## src/rtl/fetch_controller_pkg.sv

```systemverilog
// fetch_controller_pkg
// Shared CPU-front-end definitions used by the fetch controller, its
// instruction queue and the bus interface:
//   - fetch_state_e : request-tracking FSM encoding
//   - fetch_entry_t : one instruction-buffer entry {inst, pc, pred}
//   - XLEN, ENTRY_W : data width and packed entry width
//   - next_seq_pc() : sequential fetch address step
package fetch_controller_pkg;

  localparam int unsigned XLEN    = 32;
  localparam int unsigned ENTRY_W = 2 * XLEN + 1;

  typedef enum logic [1:0] {
    ST_IDLE    = 2'd0,
    ST_WAIT    = 2'd1,
    ST_DISCARD = 2'd2
  } fetch_state_e;

  typedef struct packed {
    logic [XLEN-1:0] inst;
    logic [XLEN-1:0] pc;
    logic            pred;
  } fetch_entry_t;

  // Sequential fetch step; wraps naturally at 2^32.
  function automatic logic [XLEN-1:0] next_seq_pc(input logic [XLEN-1:0] cur);
    return cur + 32'd4;
  endfunction

endpackage

```

## src/rtl/fetch_controller_if.sv

```systemverilog
// fetch_controller_if
// Bundles every handshake/bus signal of the fetch controller:
//   icache side   : icache_req_valid/addr out, icache_resp_valid/inst in
//   predictor     : pred_pc out, pred_res in (combinational lookup)
//   decoder side  : fetch_ready/inst/pc/pred_out out, issue_ready in,
//                   dec_pc_change_flag/dec_pc_change in
//   RoB side      : flush/flush_pc in
// master = the fetch controller, slave = its environment.
interface fetch_controller_if;
  import fetch_controller_pkg::*;

  logic            icache_req_valid;
  logic [XLEN-1:0] icache_req_addr;
  logic            icache_resp_valid;
  logic [XLEN-1:0] icache_resp_inst;
  logic [XLEN-1:0] pred_pc;
  logic            pred_res;
  logic            fetch_ready;
  logic [XLEN-1:0] inst;
  logic [XLEN-1:0] pc;
  logic            pred_out;
  logic            issue_ready;
  logic            dec_pc_change_flag;
  logic [XLEN-1:0] dec_pc_change;
  logic            flush;
  logic [XLEN-1:0] flush_pc;

  modport master (
    output icache_req_valid, icache_req_addr, pred_pc,
           fetch_ready, inst, pc, pred_out,
    input  icache_resp_valid, icache_resp_inst, pred_res, issue_ready,
           dec_pc_change_flag, dec_pc_change, flush, flush_pc
  );

  modport slave (
    input  icache_req_valid, icache_req_addr, pred_pc,
           fetch_ready, inst, pc, pred_out,
    output icache_resp_valid, icache_resp_inst, pred_res, issue_ready,
           dec_pc_change_flag, dec_pc_change, flush, flush_pc
  );

endinterface

```

## src/rtl/fetch_controller_inst_queue.sv

```systemverilog
// inst_queue
// Circular instruction buffer of DEPTH entries (power of two, >= 2).
// Ports:
//   clk_in, rst_in     : clock, synchronous active-high reset
//   push, push_entry   : write an entry at the tail
//   pop                : retire the head entry
//   clear              : empty the buffer (wins over push/pop)
//   full, empty        : occupancy flags
//   head               : current head entry, combinational
module inst_queue
  import fetch_controller_pkg::*;
#(
  parameter int unsigned DEPTH = 4
) (
  input  logic         clk_in,
  input  logic         rst_in,
  input  logic         push,
  input  fetch_entry_t push_entry,
  input  logic         pop,
  input  logic         clear,
  output logic         full,
  output logic         empty,
  output fetch_entry_t head
);

  localparam int unsigned PTR_W = $clog2(DEPTH);
  localparam logic [PTR_W:0] FULL_COUNT = (PTR_W + 1)'(DEPTH);

  logic [PTR_W-1:0]   head_ptr;
  logic [PTR_W-1:0]   tail_ptr;
  logic [PTR_W:0]     count;
  logic [ENTRY_W-1:0] mem [DEPTH];
  logic               pop_ok;
  logic               push_ok;

  // A push into a full buffer is only legal when the head leaves in the same cycle.
  assign pop_ok  = pop && !empty;
  assign push_ok = push && (!full || pop_ok);

  // Pointers and occupancy; DEPTH is a power of two so pointers wrap for free.
  always_ff @(posedge clk_in) begin
    if (rst_in || clear) begin
      head_ptr <= '0;
      tail_ptr <= '0;
      count    <= '0;
    end else begin
      if (push_ok) tail_ptr <= tail_ptr + PTR_W'(1);
      if (pop_ok)  head_ptr <= head_ptr + PTR_W'(1);
      if (push_ok && !pop_ok)      count <= count + (PTR_W + 1)'(1);
      else if (pop_ok && !push_ok) count <= count - (PTR_W + 1)'(1);
    end
  end

  // Storage is not reset; count alone decides which slots are meaningful.
  always_ff @(posedge clk_in) begin
    if (push_ok && !clear && !rst_in) mem[tail_ptr] <= push_entry;
  end

  assign full  = (count == FULL_COUNT);
  assign empty = (count == '0);
  assign head  = fetch_entry_t'(mem[head_ptr]);

endmodule

```

## src/rtl/fetch_controller.sv

```systemverilog
// fetch_controller
// Instruction fetch front end: issues one icache read at a time at fetch_pc,
// buffers returned instructions with their pc and predictor bit in an
// inst_queue, and handles decoder redirects and RoB flushes.
// Ports:
//   clk_in  : clock
//   rst_in  : synchronous active-high reset (overrides rdy_in and flush)
//   rdy_in  : global ready; all state freezes while low
//   bus     : fetch_controller_if.master (icache, predictor, decoder, RoB)
// Parameter DEPTH: instruction buffer entries (power of two, >= 2).
module fetch_controller
  import fetch_controller_pkg::*;
#(
  parameter int unsigned DEPTH = 4
) (
  input  logic               clk_in,
  input  logic               rst_in,
  input  logic               rdy_in,
  fetch_controller_if.master bus
);

  fetch_state_e    state;
  fetch_state_e    next_state;
  logic            stale_pending;
  logic [XLEN-1:0] fetch_pc;

  logic            q_full;
  logic            q_empty;
  logic            q_clear;
  fetch_entry_t    q_head;
  fetch_entry_t    push_entry;

  logic            resp_seen;
  logic            redirect;
  logic            outstanding;
  logic            can_issue;
  logic            push_fire;
  logic            pop_fire;

  // stale_pending remembers a request that was in flight when reset hit,
  // so its late response is swallowed instead of being taken as new data.
  assign resp_seen   = bus.icache_resp_valid;
  assign redirect    = bus.flush || bus.dec_pc_change_flag;
  assign outstanding = (state != ST_IDLE) || stale_pending;

  assign can_issue = rdy_in && !rst_in && (state == ST_IDLE) && !stale_pending
                     && !q_full && !redirect;
  assign push_fire = rdy_in && !rst_in && (state == ST_WAIT) && resp_seen && !redirect;
  assign pop_fire  = rdy_in && !rst_in && !q_empty && bus.issue_ready;
  assign q_clear   = rdy_in && !rst_in && redirect;

  assign push_entry = '{inst: bus.icache_resp_inst, pc: fetch_pc, pred: bus.pred_res};

  inst_queue #(
    .DEPTH (DEPTH)
  ) u_inst_queue (
    .clk_in     (clk_in),
    .rst_in     (rst_in),
    .push       (push_fire),
    .push_entry (push_entry),
    .pop        (pop_fire),
    .clear      (q_clear),
    .full       (q_full),
    .empty      (q_empty),
    .head       (q_head)
  );

  // State register; a reset that lands on an outstanding request arms
  // stale_pending so the next idle cycle turns into a discard.
  always_ff @(posedge clk_in) begin
    if (rst_in) begin
      state         <= ST_IDLE;
      stale_pending <= outstanding && !resp_seen;
    end else if (rdy_in) begin
      state         <= next_state;
      stale_pending <= 1'b0;
    end
  end

  // Fetch pc: flush beats decoder redirect, which beats sequential advance.
  always_ff @(posedge clk_in) begin
    if (rst_in) begin
      fetch_pc <= '0;
    end else if (rdy_in) begin
      if (bus.flush)                   fetch_pc <= bus.flush_pc;
      else if (bus.dec_pc_change_flag) fetch_pc <= bus.dec_pc_change;
      else if (push_fire)              fetch_pc <= next_seq_pc(fetch_pc);
    end
  end

  // Next-state logic. On a redirect any request still in flight must have its
  // response dropped, so we park in DISCARD until it shows up; this also
  // covers a redirect that arrives while already discarding.
  always_comb begin
    next_state = state;
    if (redirect) begin
      next_state = (outstanding && !resp_seen) ? ST_DISCARD : ST_IDLE;
    end else begin
      case (state)
        ST_IDLE: begin
          if (stale_pending)  next_state = resp_seen ? ST_IDLE : ST_DISCARD;
          else if (can_issue) next_state = ST_WAIT;
        end
        ST_WAIT:    if (resp_seen) next_state = ST_IDLE;
        ST_DISCARD: if (resp_seen) next_state = ST_IDLE;
        default:    next_state = ST_IDLE;
      endcase
    end
  end

  // Outputs: request pulse for the single IDLE cycle that launches a read,
  // buffer head exposed directly, hidden while reset is asserted.
  always_comb begin
    bus.icache_req_valid = can_issue;
    bus.icache_req_addr  = fetch_pc;
    bus.pred_pc          = fetch_pc;
    bus.fetch_ready      = !q_empty && !rst_in;
    bus.inst             = q_head.inst;
    bus.pc               = q_head.pc;
    bus.pred_out         = q_head.pred;
  end

endmodule
```

## src/flat_wrapper.sv

```systemverilog
// flat-port wrapper written by rule: the top's interface ports become plain ports
module fetch_controller_flat import fetch_controller_pkg::*;
#(
  parameter int unsigned DEPTH = 4
)
  (clk_in, rst_in, rdy_in, bus_icache_req_valid, bus_icache_req_addr, bus_pred_pc, bus_fetch_ready, bus_inst, bus_pc, bus_pred_out, bus_icache_resp_valid, bus_icache_resp_inst, bus_pred_res, bus_issue_ready, bus_dec_pc_change_flag, bus_dec_pc_change, bus_flush, bus_flush_pc);
  fetch_controller_if bus_i ();
  input  logic clk_in;
  input  logic rst_in;
  input  logic rdy_in;
  output wire logic [$bits(bus_i.icache_req_valid)-1:0] bus_icache_req_valid;
  output wire logic [$bits(bus_i.icache_req_addr)-1:0] bus_icache_req_addr;
  output wire logic [$bits(bus_i.pred_pc)-1:0] bus_pred_pc;
  output wire logic [$bits(bus_i.fetch_ready)-1:0] bus_fetch_ready;
  output wire logic [$bits(bus_i.inst)-1:0] bus_inst;
  output wire logic [$bits(bus_i.pc)-1:0] bus_pc;
  output wire logic [$bits(bus_i.pred_out)-1:0] bus_pred_out;
  input wire logic [$bits(bus_i.icache_resp_valid)-1:0] bus_icache_resp_valid;
  input wire logic [$bits(bus_i.icache_resp_inst)-1:0] bus_icache_resp_inst;
  input wire logic [$bits(bus_i.pred_res)-1:0] bus_pred_res;
  input wire logic [$bits(bus_i.issue_ready)-1:0] bus_issue_ready;
  input wire logic [$bits(bus_i.dec_pc_change_flag)-1:0] bus_dec_pc_change_flag;
  input wire logic [$bits(bus_i.dec_pc_change)-1:0] bus_dec_pc_change;
  input wire logic [$bits(bus_i.flush)-1:0] bus_flush;
  input wire logic [$bits(bus_i.flush_pc)-1:0] bus_flush_pc;
  assign bus_icache_req_valid = bus_i.icache_req_valid;
  assign bus_icache_req_addr = bus_i.icache_req_addr;
  assign bus_pred_pc = bus_i.pred_pc;
  assign bus_fetch_ready = bus_i.fetch_ready;
  assign bus_inst = bus_i.inst;
  assign bus_pc = bus_i.pc;
  assign bus_pred_out = bus_i.pred_out;
  assign bus_i.icache_resp_valid = bus_icache_resp_valid;
  assign bus_i.icache_resp_inst = bus_icache_resp_inst;
  assign bus_i.pred_res = bus_pred_res;
  assign bus_i.issue_ready = bus_issue_ready;
  assign bus_i.dec_pc_change_flag = bus_dec_pc_change_flag;
  assign bus_i.dec_pc_change = bus_dec_pc_change;
  assign bus_i.flush = bus_flush;
  assign bus_i.flush_pc = bus_flush_pc;
  fetch_controller #(.DEPTH(DEPTH)) u_core (.clk_in(clk_in), .rst_in(rst_in), .rdy_in(rdy_in), .bus(bus_i));
endmodule
```

## config.mk

```make
export PLATFORM = sky130hd
export DESIGN_NAME = fetch_controller_flat
export DESIGN_NICKNAME = d
export VERILOG_FILES = /design/src/rtl/fetch_controller_pkg.sv /design/src/rtl/fetch_controller_if.sv /design/src/rtl/fetch_controller_inst_queue.sv /design/src/rtl/fetch_controller.sv /design/src/flat_wrapper.sv
export SDC_FILE = /design/constraint.sdc
export NUM_CORES = 1
export LEC_CHECK = 0
export BUFFER_PORTS_ARGS = -buffer_cell sky130_fd_sc_hd__buf_2
export CAP_MARGIN = 30
export CORE_MARGIN = 3
export CORE_UTILIZATION = 40
export DETAILED_ROUTE_END_ITERATION = 8
export GPL_ROUTABILITY_DRIVEN = 0
export SYNTH_ARGS = -nofsm -noshare
export SYNTH_HDL_FRONTEND = slang
export SYNTH_SLANG_ARGS = --single-unit
```

## constraint.sdc

```tcl
create_clock -name clk_in -period 4.8 [get_ports clk_in]
set_input_delay 0.72 -clock clk_in [delete_from_list [all_inputs] [get_ports clk_in]]
set_output_delay 0.72 -clock clk_in [all_outputs]
set_load 0.1 [all_outputs]
```

# Word-level counts from Yosys, hierarchy flattened
# Memories as Yosys holds them, arrays and structs flattened. A register that Yosys moved wholly into a read port is not among the register bits.
# Index checks and enable logic that the tools add are counted.
[totals]
regBits = 42
mem_bits_rw = 260
inputBits = 104
mem_count = 1
[classes]
n_addsub = 5
n_eq_ne = 5
mux = 18
reduce_logical = 41
[mem_list]
columns = ["memory", "depth", "width", "read_ports", "rd_clocked_by_memory_dff", "wr", "line_no", "source"]
rows = [
  ["u_core.u_inst_queue.mem", 4, 65, 1, 1, 1, "fetch_controller_inst_queue.sv:32", "logic [ENTRY_W-1:0] mem [DEPTH];"],
]
[ops]
columns = ["cell", "n"]
rows = [
  ["$mux W32", 3],
  ["$add A32 B3 Y32 const B", 1],
  ["$logic_and A1 B1 Y1", 19],
  ["$mux W2", 8],
  ["$logic_not A1 Y1", 9],
  ["$mux W3", 2],
  ["$reduce_bool A2 Y1", 3],
  ["$add A2 B1 Y2 const B", 2],
  ["$logic_or A1 B1 Y1", 4],
  ["$mux W1", 4],
  ["$ne A4 B2 Y1 const B", 1],
  ["$pmux W2 S2", 1],
  ["$add A3 B1 Y3 const B", 1],
  ["$eq A3 B3 Y1 const B", 1],
  ["$logic_not A3 Y1", 1],
  ["$ne A3 B1 Y1 const B", 1],
  ["$reduce_and A3 Y1", 1],
  ["$reduce_bool A3 Y1", 1],
  ["$sub A3 B1 Y3 const B", 1],
  ["$eq A2 B1 Y1 const B", 1],
  ["$eq A2 B2 Y1 const B", 1],
  ["$logic_not A2 Y1", 1],
  ["$reduce_and A2 Y1", 1],
  ["$reduce_or A2 Y1", 1],
]

# Longest topological paths before layout
# Gate-level depths: netlist (run 1).
[logic_depth]
depth_word = 11
ltp_mapped = 12

# Hierarchy
# From an unflattened synthesis (run 1), not the netlist that was laid out.
[hier_totals]
cells_unflattened = 796
hier_area_um2 = 12852.3
[by_module_without_submodules]
columns = ["module", "instances", "cells_per_inst", "area_per_inst_um2", "seq_area_each_um2"]
rows = [
  ["inst_queue", 1, 389, 9828.2, 7987.7],
  ["fetch_controller", 1, 407, 3024.2, 710.7],
]

# Worst setup path before layout (run 1)
# Ideal clock, no wire load.
[synth_timing]
path_type = "in2reg"
start = "input port rst_in"
end = "memory u_core.u_inst_queue.mem[0][0] in the netlist's numbering (enable)"
arrival_time_ps = 3381
slack_ps = 989
path_stages = 6
path_buffers = 3
path_cell_list = "clkbuf_1 and4b_1 clkbuf_1 o211a_1 clkbuf_1 and2_1"
[synth_via]
elab_chain_cells = 11
word_cells_on_any_way = 16
cone_classes = "mux (2); reduce/logical (14)"
[synth_lines]
columns = ["item", "line_no", "source"]
rows = [
  ["start: declaration", "flat_wrapper.sv:9", "input logic rst_in;"],
  ["$logic_not A1 Y1 *", "n/a", ""],
  ["$logic_and A1 B1 Y1", "fetch_controller.sv:48, fetch_controller.sv:49, fetch_controller.sv:50", ""],
  ["$logic_and A1 B1 Y1 (2 in series)", "fetch_controller.sv:49", "assign pop_fire = rdy_in && !rst_in && !q_empty && bus.issue_ready;"],
  ["$logic_and A1 B1 Y1", "fetch_controller_inst_queue.sv:37", "assign pop_ok = pop && !empty;"],
  ["$logic_or A1 B1 Y1", "fetch_controller_inst_queue.sv:38", "assign push_ok = push && (!full || pop_ok);"],
  ["$logic_and A1 B1 Y1", "fetch_controller_inst_queue.sv:38", ""],
  ["$logic_and A1 B1 Y1", "fetch_controller_inst_queue.sv:56", "if (push_ok && !clear && !rst_in) mem[tail_ptr] <= push_entry;"],
  ["$logic_and A1 B1 Y1 *", "fetch_controller_inst_queue.sv:56", ""],
  ["$mux W1 *", "fetch_controller_inst_queue.sv:56", ""],
  ["$mux W1 (implied by the code) *", "fetch_controller_inst_queue.sv:56", ""],
  ["end: declaration", "fetch_controller_inst_queue.sv:32", ""],
]
# Every way passes the cells marked *; elsewhere a longest branch is shown, timed or not.

==> results of run 1 <==
==> routing by layer <==
metal,global-route usage (%),part of all wire [%],vias up
met1,26.37,44,3883
met4,3.473,1.3,0
met5,0,0,-
met3,4.135,7.6,34
li1,-,-,3493
met2,29.16,47,334
==> worst min-delay path by stage <==
stage | to | startpoint
6_report | u_core.u_inst_queue.mem[3][43]$_DFFE_PP_ | bus_icache_resp_inst[10]
5_1_grt | u_core.u_inst_queue.mem[0][45]$_DFFE_PP_ | bus_icache_resp_inst[12]
4_1_cts | u_core.u_inst_queue.mem[2][39]$_DFFE_PP_ | bus_icache_resp_inst[6]
3_5_place_dp | u_core.state[1]$_SDFFE_PP0P_ | u_core.state[1]$_SDFFE_PP0P_
3_3_place_gp | u_core.state[1]$_SDFFE_PP0P_ | u_core.state[1]$_SDFFE_PP0P_
2_1_floorplan | u_core.state[1]$_SDFFE_PP0P_ | u_core.state[1]$_SDFFE_PP0P_
==> cells by family (layout without fill, tap and decap cells) <==
family / count (synthesis) / count (layout) / synth area share, %
AOI/OAI and AO/OA: 140 / 140 / 7.778
xor gates and xnor gates: 5 / 5 / 0.3472
adders and majority gates: 9 / 9 / 0.9524
buffers and inverters: 88 / 314 / 3.631
DFF: 304 / 304 / 68.97
muxes: 69 / 69 / 11.92
and+or+nand+nor: 147 / 147 / 6.399
==> metrics by stage <==
step	instance area, um2	instances	hold slack [ns]	setup slack [ns]
6_report	15060	1384	0.3775	1.412
5_1_grt	15060	1384	0.3634	1.185
4_1_cts	15060	1384	0.3438	1.292
3_5_place_dp	14040	1328	0.4731	1.292
3_3_place_gp	13980	1325	0.4650	1.361
2_1_floorplan	12610	762	0.4496	0.9894
==> power groups by stage <==
stage | Combinational (mW) | Clock [mW] | Sequential, mW
after floorplan | 0.269 | 0 | 3.12
after global placement | 0.502 | 0 | 3.02
after detailed placement | 0.504 | 0 | 3.02
after CTS | 0.505 | 2.46 | 2.96
after global routing | 0.528 | 2.55 | 2.97
final | 0.504 | 2.40 | 2.96
==> registers in the layout, indices dropped and copies added, names as in the netlist, named ones only <==
signal	cells
u_core.bus.icache_req_addr	32
u_core.stale_pending	1
u_core.state	2
u_core.u_inst_queue.count	3
u_core.u_inst_queue.head_ptr	2
u_core.u_inst_queue.mem	260
u_core.u_inst_queue.tail_ptr	2
==> synthesized netlist by cell type (5+ instances only) <==
| cell type | instances | share of area (%) |
|---|---|---|
| nor3_1 | 12 | 0.48 |
| nand4_1 | 12 | 0.60 |
| a22o_1 | 12 | 0.83 |
| clkbuf_1 | 32 | 0.95 |
| o31ai_1 | 5 | 0.30 |
| a21oi_1 | 26 | 1.0 |
| edfxtp_1 | 261 | 62 |
| nand2_1 | 28 | 0.83 |
| ha_1 | 8 | 0.79 |
| and2_1 | 7 | 0.35 |
| dfxtp_1 | 43 | 6.8 |
| or4_1 | 13 | 0.77 |
| inv_1 | 11 | 0.33 |
| nor4_1 | 11 | 0.55 |
| a211o_1 | 5 | 0.35 |
| buf_4 | 32 | 1.9 |
| o211ai_1 | 16 | 0.95 |
| a22oi_1 | 11 | 0.65 |
| mux4_2 | 65 | 12 |
| buf_1 | 6 | 0.18 |
| buf_2 | 6 | 0.24 |
| o21ai_0 | 20 | 0.79 |
| a31oi_1 | 8 | 0.40 |
| nor2b_1 | 6 | 0.30 |
| nor2_1 | 22 | 0.65 |
| nand3_1 | 13 | 0.52 |
==> critical path, delay by kind of cell, from the launching register on <==
kind	cells	cell delay (ns)
flip-flops	1	0.83
buffers and inverters	2	0.68
multiplexers	1	0.55
==> cell type report <==
| cell class | count | area [um2] |
|---|---|---|
| inverter | 12 | 45.04 |
| sequential | 304 | 8706 |
| fill | 2659 | 15770 |
| clock inverter | 21 | 224.0 |
| tap | 396 | 495.5 |
| timing repair buffer | 246 | 1324 |
| clock buffer | 35 | 800.8 |
| multi-input combinational | 370 | 3466 |
==> results.md, run 1 <==
* Status: finished, final reports clean
* Final wirelength at 31,540 um
* Clock buffer depth at 3
* Crit-path slowest cell: dfxtp_4
* Slew Limit Fails at 0
* Syn-to-layout area delta at 19.41%
* Via/cell ratio at 5.595
* Leak Pwr at 5.263 nW
* Hold WC Path Type: input port to register
* Buffers added on ports at 234
* Setup Buffers After CTS at 0
* Crit path to: bus_pc[16]
* RSZ-0062 raised after global routing: no
* TritonCTS Buffers at 31
* Crit end category: output port
* Psw at 1.461 mW
* #FFs+latches synth at 304
* Worst Hold Path Cells at 1
* GRT Util Overall at 18.33%
* Crit path required time at 4.08 ns
* Max Clock Freq at 295.1 MHz
* Clock Latency Late Sink at 0.57 ns
* Clock power frac at 40.9%
* Area of the die at 0.03370 mm2
* Maximum VDD drop at 292.8 uV
* Commonest non-fill, non-tap cell in the layout: edfxtp_1
* Final core occ at 48.85%
* Final hold viol count at 0
* Slew headroom at 33.58%
* Max Cap Viol at 0
* Fraction of layout cells with a size suffix above 1 at 37.55%
* EDFF count, synth at 261
* Power per cell area at 389.5 mW/mm2
* Sequential share of power at 50.5%
* Crit path cell chain: buf_12, mux4_2, buf_2
* R2R setup slack at 1.95 ns
* Detail Route Antenna Nets at 0
* Vias at 7,744
* Post-CTS sizing at 0
* Vias in the first global route at 7,744
* Clock tree from TritonCTS: built
* FF-to-FF Start: u_core.state[0]$_SDFFE_PP0P_
* Worst-path maximum fanout at 35
* Hpwl dp at 20,720 um
* Top-Level Pins at 235
* Core ar. at 0.03083 mm2
* Final Skew at 0.02304 ns
* Number of remaining DRC errors at 0
* Crit path kind: register to output port
* DR iter-0 viols at 671
* First drt pass iteration count at 5
* Syn nets at 875
* Critical Path AT at 2.67 ns
* YS warnings at 0
* Int Power at 4.405 mW
* Sequential fraction of the synthesis area at 68.97%
* Net Sw Frac at 24.91%
* Post-layout nets at 1,078
* Mapped cell area at 0.01261 mm2
* Setup TNS at 0 ns
* Routed WL per cell at 22.79 um
* # H-tree levels at 1
* Reg-to-Reg End: u_core.u_inst_queue.count[2]$_SDFFE_PP0P_
* CP peak stage delay at 0.83 ns
* Asr flop ratio synth at 0%
* Clk slew on worst S/H paths at 0.06 ns
* GR Overflow Total at 0
* Total Power at 5.866 mW
* Slew @ Worst Pin at 0.9939 ns
* Hold buffers post-CTS at 0
* Root buffer cell: clkbuf_16
* Synth cell types at 60
* Largest net degree at the start of global routing at 48
* Fin crit share at 70.59%
* Setup crit start kind: register
* Post-Syn Area per Cell at 16.55 um2
* Site Rows at 64
* Final setup vio count at 0
* Global-route wire length before repair at 47,530 um
* Initial core utilization at 40.91%
* Commonest non-fill, non-tap cells in the layout: edfxtp_1 (261), buf_2 (235), mux4_2 (65)
* Syn Inst Count at 762
* Minimum clock period at 3.388 ns
* Primary FF master, synth: edfxtp_1
* Die height at 183.6 um
* CTS sink cnt at 304
* Combinational fraction of design power at 8.6%
* Initial antenna violation count at 0
* Cells on worst reg2reg path at 9
* Die width at 183.6 um
* N_diodes at 0
(Power assumes the default switching activity.)
==> run 2: changes to the inputs <==
ABC_AREA = 1   (was unset)
clock period = 2.93 ns   (was 4.8 ns; I/O delays follow)
==> run 2 against run 1 <==
Compared with the run above: power is 61% higher; sequential share of layout area is 2.8 points lower; synthesized area is 2.1% higher; sequential cell count stayed put; sequential power is 65% higher; combinational power is 89% higher; hold slack worse by 0.27 ns; die area is 2.1% higher; largest cell class unchanged; largest power group unchanged.
==> results.md, run 2 <==
* Status: finished, final reports clean
* Hold WC Path Type: input port to register
* Final Skew at 0.01018 ns (-0.01285 ns)
* Reg-to-Reg End: u_core.u_inst_queue.count[2]$_SDFFE_PP0P_
* Placed insts at 1,711 (+29%)
* Leak Pwr at 5.875 nW (+12%)
* Yosys top cell by area: edfxtp_1
* DR iter-0 viols at 483 (-28%)
* Clock tree from TritonCTS: built
* Routed WL per cell at 17.79 um (-22%)
* GRT Util Overall at 17.73% (-0.60 points)
* Sequential fraction of the synthesis area at 67.53% (-1.4 points)
* Number of remaining DRC errors at 0 (unchanged)
* Core ar. at 0.03164 mm2 (+2.6%)
* Total Power at 9.459 mW (+61%)
* Setup crit start kind: register
* Clock buffer depth at 3 (unchanged)
* GR Overflow Total at 0 (unchanged)
* Detail Route Antenna Nets at 0 (unchanged)
* R2R setup slack at 0.73 ns (-1.22 ns)
* Die width at 185.4 um (+1.0%)
* FF/Latch Area at 0.008703 mm2 (about the same)
* Slew headroom at 35.03% (+1.5 points)
* Place WS at 0.5053 ns (-0.7865 ns)
* Levels on crit path at 5 (+2)
* Site Rows at 65 (+1.6%)
* Fin crit share at 95.59%
* Final hold viol count at 0 (unchanged)
* Cells on worst reg2reg path at 13 (+4)
* Crit end category: output port
* Critical Path AT at 2.36 ns (-0.31 ns)
* Buffers added on ports at 234 (unchanged)
* Power per cell area at 597.6 mW/mm2 (+53%)
* Crit path cell chain: inv_4, buf_4, o21ai_0, o22ai_1, clkbuf_4
* Leading post-synthesis cells by cell area: edfxtp_1 (61%), dfxtp_1 (6.7%), o21ai_0 (6.6%)
* Post-layout nets at 1,455 (+35%)
* EDFF count, synth at 261 (unchanged)
* TritonCTS Buffers at 31 (unchanged)
* Syn Inst Count at 1,146 (+50%)
* Crit-path slowest cell: dfxtp_4
* Asr flop ratio synth at 0% (unchanged)
* Die height at 185.4 um (+1.0%)
* Initial antenna violation count at 0 (unchanged)
* Final Cell Area at 0.01583 mm2 (+5.1%)
* Clock Latency Late Sink at 0.55 ns (-0.02 ns)
* Non-Filler Instances at 1,765 (+28%)
* Final worst setup slack at 0.1291 ns (-1.283 ns)
* Layout fillers at 2,826 (+6.3%)
* Max reg flops at 260 (unchanged)
* Commonest non-fill, non-tap cell in the layout: edfxtp_1
* Synth cell count leaders: edfxtp_1 (261), nor2_1 (200), o21ai_0 (170), nand2_1 (105), o22ai_1 (65)
* Crit path kind: register to output port
* Syn nets at 1,259 (+44%)
* Post-Syn Area per Cell at 11.24 um2 (-32%)
* First drt pass iteration count at 4 (-1)
* Top delay family on crit path: buffers and inverters
* Vias in the first global route at 8,725 (+13%)
* Commonest non-fill, non-tap cells in the layout: edfxtp_1 (261), nor2_1 (196), buf_2 (190)
* Syn-to-layout area delta at 22.89%
* Root buffer cell: clkbuf_16
* Area of the die at 0.03439 mm2 (+2.1%)
* FF-to-FF Start: u_core.state[1]$_SDFFE_PP0P_
* Slew Limit Fails at 0 (unchanged)
* Max Clock Freq at 357.0 MHz
* Crit path required time at 2.49 ns (-1.59 ns)
* Mapped cell area at 0.01288 mm2 (+2.1%)
* RSZ-0062 raised after global routing: no
* Global-route wire length before repair at 47,680 um (+0.32%)
* Hpwl dp at 19,750 um (-4.7%)
* Area of placed instances at 0.01487 mm2 (+6.0%)
* YS warnings at 0 (unchanged)
* Clk slew on worst S/H paths at 0.06 ns (about the same)
* Vias at 9,157 (+18%)
* N_diodes at 0 (unchanged)
* Biggest register: u_core.u_inst_queue.mem
* Synth cell types at 35 (-42%)
* Primary FF master, synth: edfxtp_1
* #FFs+latches synth at 304 (unchanged)
* Minimum clock period at 2.801 ns
* Largest net degree at the start of global routing at 67 (+40%)
* Area share of the largest cell type after synthesis at 60.85% (-1.3 points)
* Via/cell ratio at 5.188 (-7.3%)
* Fraction of layout cells with a size suffix above 1 at 24.36% (-13 points)
* Initial core utilization at 40.71% (-0.20 points)
* Final wirelength at 31,410 um (-0.41%)
* Top-Level Pins at 235 (unchanged)
* Max Cap Viol at 0 (unchanged)
* Worst-path maximum fanout at 34 (-2.9%)
* Most common cell in the netlist: edfxtp_1
* CTS sink cnt at 304 (unchanged)
* Maximum VDD drop at 454.3 uV (+55%)
* Setup TNS at 0 ns (unchanged)
* Crit path to: bus_inst[20]
* CP peak stage delay at 0.43 ns (-0.40 ns)
* Final setup vio count at 0 (unchanged)
* Multi-input logic area at 0.003506 mm2 (+1.2%)
* # H-tree levels at 1 (unchanged)
* Slew @ Worst Pin at 0.9734 ns (-0.02043 ns)
* CP bufs+invs at 3 (+1)
## run 2: cell count changes in the layout (fill, tap and decap cells not counted), moves of 13 or more
cell / delta
or4_1: -13
a22o_1: +13
nor2_1: +174
nand2_1: +77
a21oi_1: +14
inv_1: +35
o22ai_1: +62
o211ai_1: -15
buf_12: +41
mux4_2: -65
buf_2: -45
nand3_1: +24
o21ai_0: +150
## run 2: stage by stage
stage                     utilization, %  hold WS (ns)
after floorplan                        -        0.4356
after global placement             47.01        0.4461
after detailed placement           47.01        0.4643
after CTS                          49.95       0.07352
after global routing               50.03       0.07797
final                              50.03        0.1046
## run 2: timing repair
item	in CTS	in global routing
hold endpoints to repair	0	0
endpoints found under the setup margin	0	10
hold buffers	0	0
buffers inserted	0	0
gates resized for setup	0	10
## run 2: layout make-up
cell class,count,area share (%)
tap,402,3.178
clock inverter,12,0.7115
multi-input combinational,696,22.15
clock buffer,42,5.162
inverter,54,1.296
timing repair buffer,255,12.51
sequential,304,54.99
## run 2: layer usage
layer | vias to the layer above | routed length [um] | part of all wire (%) | GRT usage [%]
li1 | 4467 | - | - | -
met1 | 4344 | 13380 | 43 | 23.12
met2 | 305 | 15350 | 49 | 31.09
met3 | 41 | 1967 | 6.3 | 2.808
met4 | 0 | 712 | 2.3 | 4.442
met5 | - | 0 | 0 | 0
## run 2: worst min path at each step
stage,slack [ns],endpoint,depth (start not counted),from
floorplan,0.44,register,2,u_core.u_inst_queue.head_ptr[1]$_SDFFE_PP0N_
global placement,0.45,register,2,u_core.u_inst_queue.head_ptr[1]$_SDFFE_PP0N_
CTS,0.07,u_core.u_inst_queue.mem[2][56]$_DFFE_PP_,1,bus_icache_resp_inst[23]
finish,0.10,u_core.u_inst_queue.mem[3][40]$_DFFE_PP_,1,bus_icache_resp_inst[7]
global route,0.08,u_core.u_inst_queue.mem[0][56]$_DFFE_PP_,1,bus_icache_resp_inst[23]
detailed placement,0.46,register,2,u_core.u_inst_queue.head_ptr[1]$_SDFFE_PP0N_
## run 2: logic make-up after synthesis
| group | Yosys count | synth area share, % |
|---|---|---|
| AOI/OAI and AO/OA | 313 | 13.81 |
| xor gates and xnor gates | 3 | 0.2040 |
| adders and majority gates | 9 | 0.9326 |
| buffers and inverters | 146 | 5.528 |
| DFF | 304 | 67.53 |
| and+or+nand+nor | 371 | 11.99 |
## run 2: report_power, final
part           internal, mW  switching [mW]
combinational         0.188           0.767
sequential             4.75           0.120
clock                  2.11            1.52
total                  7.05            2.41
## run 2: worst register-to-register path: stages, from the launching register on
cell and delay [ns]:
dfxtp_1 0.29, inv_1 0.09, ha_1 0.15, nand3_1 0.10
nor2_1 0.13, nand2_2 0.20, inv_2 0.10, ha_1 0.13
inv_1 0.06, fa_1 0.37, o21ai_0 0.17, a21oi_1 0.07
o21ai_0 0.14, a21oi_1 0.06
